`config.mk`:
```
export PLATFORM = sky130hd
export DESIGN_NAME = pixel_stream_source
export DESIGN_NICKNAME = d
export VERILOG_FILES = /design/src/rtl/pixel_stream_source.sv
export SDC_FILE = /design/constraint.sdc
export NUM_CORES = 1
export LEC_CHECK = 0
export BUFFER_PORTS_ARGS = -buffer_cell sky130_fd_sc_hd__buf_2
export CAP_MARGIN = 20
export CORE_MARGIN = 1.5
export CORE_UTILIZATION = 50
export CTS_BUF_LIST = sky130_fd_sc_hd__clkbuf_4
export DETAILED_ROUTE_END_ITERATION = 10
export PLACE_DENSITY = 0.72
export SLEW_MARGIN = 30
export SYNTH_ARGS = -nofsm -noshare
export SYNTH_HDL_FRONTEND = slang
export SYNTH_SLANG_ARGS = --single-unit
```
`constraint.sdc`:
```
create_clock -name clk -period 3.7 [get_ports clk]
set_clock_uncertainty 0.15 [all_clocks]
set_input_delay 0.555 -clock clk [delete_from_list [all_inputs] [get_ports clk]]
set_output_delay 0.555 -clock clk [all_outputs]
set_load 0.1 [all_outputs]
```
`src/rtl/pixel_stream_source.sv`:
```
// pixel_stream_source
//   Streams one frame out of a byte-wide frame memory in raster order.
//   Reads are throttled so that the 2-entry output skid FIFO plus at most one
//   in-flight read never exceeds two pixels, which lets ready_i stall the
//   stream at any cycle without losing or duplicating a pixel.
//
// Ports
//   clk, rst          rising-edge clock, asynchronous active-high reset
//   start_i           1-cycle request to stream a frame (honoured in IDLE only)
//   ready_i           downstream accept; a pixel moves when we_o && ready_i
//   mem_rd_o          frame-memory read strobe
//   mem_addr_o        read address, row*WIDTH+col
//   mem_data_i        read data, valid the cycle after mem_rd_o
//   we_o              pixel valid (FIFO not empty)
//   data_o            pixel value
//   col_o, row_o      coordinates of the pixel on data_o
//   line_end_o        high with we_o on the last pixel of a line
//   busy_o            frame in progress
//   done_o            1-cycle pulse after the final pixel transfers
module pixel_stream_source #(
    parameter int WIDTH  = 640,
    parameter int HEIGHT = 480,
    parameter int ADDR_W = 19
) (
    input  logic                      clk,
    input  logic                      rst,
    input  logic                      start_i,
    input  logic                      ready_i,
    output logic                      mem_rd_o,
    output logic [ADDR_W-1:0]         mem_addr_o,
    input  logic [7:0]                mem_data_i,
    output logic                      we_o,
    output logic [7:0]                data_o,
    output logic [$clog2(WIDTH)-1:0]  col_o,
    output logic [$clog2(HEIGHT)-1:0] row_o,
    output logic                      line_end_o,
    output logic                      busy_o,
    output logic                      done_o
);

    localparam int CW = $clog2(WIDTH);
    localparam int RW = $clog2(HEIGHT);
    localparam logic [ADDR_W-1:0] LAST_ADDR = ADDR_W'(WIDTH * HEIGHT - 1);
    localparam logic [CW-1:0]     LAST_COL  = CW'(WIDTH - 1);

    typedef enum logic [1:0] {IDLE, FETCH, DRAIN, DONE} state_t;

    state_t            state;
    logic [ADDR_W-1:0] rd_addr;
    logic [CW-1:0]     rd_col;
    logic [RW-1:0]     rd_row;

    // One read can be outstanding; its coordinates travel with it.
    logic              inflight;
    logic [CW-1:0]     fl_col;
    logic [RW-1:0]     fl_row;

    // Skid FIFO: entry 0 is the head and drives the outputs.
    logic [7:0]        q_data [2];
    logic [CW-1:0]     q_col  [2];
    logic [RW-1:0]     q_row  [2];
    logic              q_le   [2];
    logic [1:0]        occ;

    logic              pop;
    logic              push;
    logic [1:0]        level;
    logic              new_le;

    assign pop    = we_o & ready_i;
    assign push   = inflight;
    assign new_le = (fl_col == LAST_COL);

    // Pixels that will be held after this edge if no new read is issued.
    // Counting this cycle's pop is what sustains 1 pixel/cycle with ready_i high.
    assign level = occ + {1'b0, inflight} - {1'b0, pop};

    assign mem_rd_o   = (state == FETCH) && (level < 2'd2);
    assign mem_addr_o = rd_addr;

    assign we_o       = (occ != 2'd0);
    assign data_o     = q_data[0];
    assign col_o      = q_col[0];
    assign row_o      = q_row[0];
    assign line_end_o = we_o & q_le[0];

    // Control FSM and read-side raster counters
    always_ff @(posedge clk or posedge rst) begin
        if (rst) begin
            state    <= IDLE;
            rd_addr  <= '0;
            rd_col   <= '0;
            rd_row   <= '0;
            inflight <= 1'b0;
            fl_col   <= '0;
            fl_row   <= '0;
            busy_o   <= 1'b0;
            done_o   <= 1'b0;
        end else begin
            inflight <= mem_rd_o;
            if (mem_rd_o) begin
                fl_col <= rd_col;
                fl_row <= rd_row;
            end
            case (state)
                IDLE: begin
                    done_o <= 1'b0;
                    if (start_i) begin
                        state   <= FETCH;
                        busy_o  <= 1'b1;
                        rd_addr <= '0;
                        rd_col  <= '0;
                        rd_row  <= '0;
                    end
                end
                FETCH: begin
                    if (mem_rd_o) begin
                        // Counters stop on the last address so mem_addr_o never runs past the frame.
                        if (rd_addr == LAST_ADDR) begin
                            state <= DRAIN;
                        end else begin
                            rd_addr <= rd_addr + 1'b1;
                            if (rd_col == LAST_COL) begin
                                rd_col <= '0;
                                rd_row <= rd_row + 1'b1;
                            end else begin
                                rd_col <= rd_col + 1'b1;
                            end
                        end
                    end
                end
                DRAIN: begin
                    // level==0 already implies nothing is in flight or left after this pop.
                    if (level == 2'd0) begin
                        state  <= DONE;
                        done_o <= 1'b1;
                        busy_o <= 1'b0;
                    end
                end
                DONE: begin
                    state  <= IDLE;
                    done_o <= 1'b0;
                end
                default: state <= IDLE;
            endcase
        end
    end

    // Output skid FIFO
    always_ff @(posedge clk or posedge rst) begin
        if (rst) begin
            occ <= 2'd0;
            for (int i = 0; i < 2; i++) begin
                q_data[i] <= '0;
                q_col[i]  <= '0;
                q_row[i]  <= '0;
                q_le[i]   <= 1'b0;
            end
        end else begin
            case ({push, pop})
                2'b10: begin
                    if (occ == 2'd0) begin
                        q_data[0] <= mem_data_i;
                        q_col[0]  <= fl_col;
                        q_row[0]  <= fl_row;
                        q_le[0]   <= new_le;
                    end else begin
                        q_data[1] <= mem_data_i;
                        q_col[1]  <= fl_col;
                        q_row[1]  <= fl_row;
                        q_le[1]   <= new_le;
                    end
                    occ <= occ + 2'd1;
                end
                2'b01: begin
                    q_data[0] <= q_data[1];
                    q_col[0]  <= q_col[1];
                    q_row[0]  <= q_row[1];
                    q_le[0]   <= q_le[1];
                    occ       <= occ - 2'd1;
                end
                2'b11: begin
                    // Occupancy unchanged; the new pixel lands behind whatever remains.
                    if (occ == 2'd1) begin
                        q_data[0] <= mem_data_i;
                        q_col[0]  <= fl_col;
                        q_row[0]  <= fl_row;
                        q_le[0]   <= new_le;
                    end else begin
                        q_data[0] <= q_data[1];
                        q_col[0]  <= q_col[1];
                        q_row[0]  <= q_row[1];
                        q_le[0]   <= q_le[1];
                        q_data[1] <= mem_data_i;
                        q_col[1]  <= fl_col;
                        q_row[1]  <= fl_row;
                        q_le[1]   <= new_le;
                    end
                end
                default: ;
            endcase
        end
    end

endmodule
```
==> qor.yml <==
worst_setup_path:
  cp_max_fo: 20
  r2r-end: "rd_col[8]"
  critPathLaunchType: "flop"
  worst-setup-path-type: "reg -> out"
  crit_start: "occ[0]"
  worstSetupEndpointType: "output pin"
  r2r_cells: 13
  r2r_start: "occ[0]"
  endpoint: "mem_rd_o"
  worstPathArrival_ps: 2790
  cp.required_ps: 2990
  reg2reg_setup_slack_ps: 470
synth:
  syn_inst: 577
  yosysTopAreaCellShare_pct: 51.4
  async_reset_ff_share_pct: 100
  synth_edf_count: 0
  synth.most_common_cell: "dfrtp_1"
  synth.top_cells.by_count: "120 x dfrtp_1, 111 x nand2_1, 67 x o21ai_0"
  synth.distinct_cells: 51
  avgSynthCellArea_um2: 10.1
  yosysSeqAreaShare_pct: 51.4
  ys_top_cells_by_area: "dfrtp_1 51%, nand2_1 7.1%, mux2_2 5.8%"
  ys_seq_elements: 120
  synthesis.area_um2: 5840
  synth.net_count: 599
  yosys.area.top_type: "dfrtp_1"
  yosys_warnings: 0
  yosys_most_used_dff: "dfrtp_1"
grt:
  grt_antenna_before_repair: 0
  grt_usage_pct: 20.1
  grt_max_degree: 121
  grt_pass1_wl_um: 20200
  grt_pass1_vias: 4225
  overflow: 0
cts:
  h-tree-depth: 4
  clockBufferDepth: 2
  root_buffer: "clkbuf_4"
  cts_tree: "yes"
  insertion_delay_ps: 540
  cts_buffers: 17
  path_clk_slew_ps: 100
  cts_setup_buffers: 0
  clock_sinks: 120
sta:
  fin_crit_ps: 3490
  fin_crit_sh_pct: 94.4
  setup_viol_count_final: 0
  slew_viol_final: 0
  max_freq_mhz: 286
  finalHoldViolations: 0
  finalSetupTns_ps: 0
  rsz0062_at_grt: "false"
  relSlewSlack_pct: 51.5
  tightest_slew_ps: 726
detailed_routing:
  viasPerCell: 5.54
  ant_nets: 0
  routed_wirelength_um: 11700
  dr.pass1.iters: 4
  drt_iter0_drc: 448
  route.detailed.drc: 0
  vias: 4294
  wl_per_cell_um: 15.1
floorplanning:
  die_h_um: 111
  chipWidth_um: 111
  ios: 63
  dieArea_um2: 12300
  core_um2: 11400
  initial_core_util_pct: 51.2
  placementRows: 39
power_and_ir_drop:
  power.density_nw_per_um2: 877
  p_total_mw: 5.66
  power.leakage_nw: 3.11
  peakVddDrop_mv: 0.613
cells_and_area:
  post-route-util_pct: 56.5
  register_area_um2: 3000
  syn2layout_area_growth_pct: 10.5
  fill_cells: 998
  drive_gt1_share_pct: 22.8
  diodes: 0
  fin_nets: 641
  multiInputGateArea_um2: 2520
run_status:
  status: "finished, final reports clean"
flow_run:
  drv_cap: 0
place:
  gp_congestion: 0.847
  hpwl_um: 7810
  numPortBuffers: 62
worst_hold_path:
  hold_path.class: "in -> async"
timing repair:
item | 4_1_cts | 5_1_grt
gates resized for setup | 3 | 3
pin swaps | 0 | 1
setup endpoints to repair | 1 | 1
hold buffers | 0 | 0
worst min path at each step:
stage / from / end / slack [ps] / cells past startpoint
CTS: rst / mem_addr_o[11] / 70 / 3
global route: rst / busy_o / 90 / 3
floorplan: q_le[1] / q_le[1] / 290 / 2
finish: rst / busy_o / 8 / 3
detailed placement: col_o[9] / col_o[9] / 320 / 2
global placement: data_o[2] / data_o[2] / 310 / 2
placed cells by master (no fill, tap or decap), types with 4 or more instances in the layout:
master | synthesis | final
a21oi_1 | 12 | 11
nand2b_1 | 4 | 4
nand2_1 | 111 | 111
nand3_1 | 22 | 22
dfrtp_1 | 120 | 120
nand4_1 | 10 | 10
or3_1 | 9 | 9
nor2_1 | 17 | 17
mux2i_1 | 32 | 32
clkinvlp_4 | 0 | 4
and3_1 | 8 | 8
o21ai_0 | 67 | 67
mux2_2 | 30 | 30
ha_1 | 10 | 10
o31ai_1 | 9 | 9
buf_4 | 27 | 9
nor3_1 | 4 | 4
buf_2 | 5 | 61
xnor2_1 | 5 | 4
inv_1 | 12 | 11
clkbuf_4 | 0 | 18
sequential cells by signal, indices dropped and copies added, names as in the netlist:
signal and count:
mem_addr_o 19, col_o 10, fl_col 10, q_col 10, rd_col 10, fl_row 9
q_row 9, rd_row 9, row_o 9, data_o 8, q_data 8, occ 2
q_le 2, state 2, busy_o 1, done_o 1, inflight 1
where the power goes:
| part | total (mW) | switching (mW) | internal [mW] |
|---|---|---|---|
| logic | 2.89 | 2.12 | 0.770 |
| clock network | 0.965 | 0.497 | 0.468 |
| registers | 1.81 | 0.209 | 1.60 |
worst max-delay path, stage by stage, from the launching register on:
cell	delay, ps
dfrtp_1	440
inv_1	100
ha_1	230
nor2b_2	160
xnor2_1	90
ha_1	200
xnor2_1	230
xnor2_2	140
or2_4	300
clkinv_4	160
buf_8	220
area by class of cell:
class                      instances  area share [%]
clock buffer                      18            2.09
clock inverter                    14            2.42
inverter                          13           0.892
multi-input combinational        395            39.0
sequential                       120            46.5
tap                              143            2.77
timing repair buffer              72            6.32
routing by layer:
layer | GRT usage [%] | vias to the layer above | wire (um)
li1 | - | 2096 | -
met1 | 26.6 | 2062 | 5430
met2 | 32.7 | 118 | 5470
met3 | 5.25 | 18 | 556
met4 | 6.16 | 0 | 235
met5 | 0 | - | 0
kinds of logic (layout without fill, tap and decap cells):
family | count (synthesis) | count (layout) | share of synthesized area (%)
buffers and inverters | 62 | 117 | 6.04
multiplexers | 62 | 62 | 11.3
adder cells (fa/ha/maj) | 10 | 10 | 2.14
flip-flops | 120 | 120 | 51.4
XOR/XNOR | 5 | 5 | 0.750
AO/OA/AOI/OAI | 109 | 109 | 11.3
AND/OR/NAND/NOR | 209 | 209 | 17.1
stage by stage:
stage / hold WS [ps] / area [um^2] / worst slack, ps / std cells
final: 8.17 / 6450 / 206 / 775
after global placement: 305 / 6140 / 350 / 743
after global routing: 85.4 / 6450 / 42.4 / 775
after floorplan: 292 / 5850 / 387 / 577
after CTS: 66.8 / 6440 / 12.2 / 775
after detailed placement: 315 / 6140 / 167 / 743
Power figures use the tool's default switching activity.
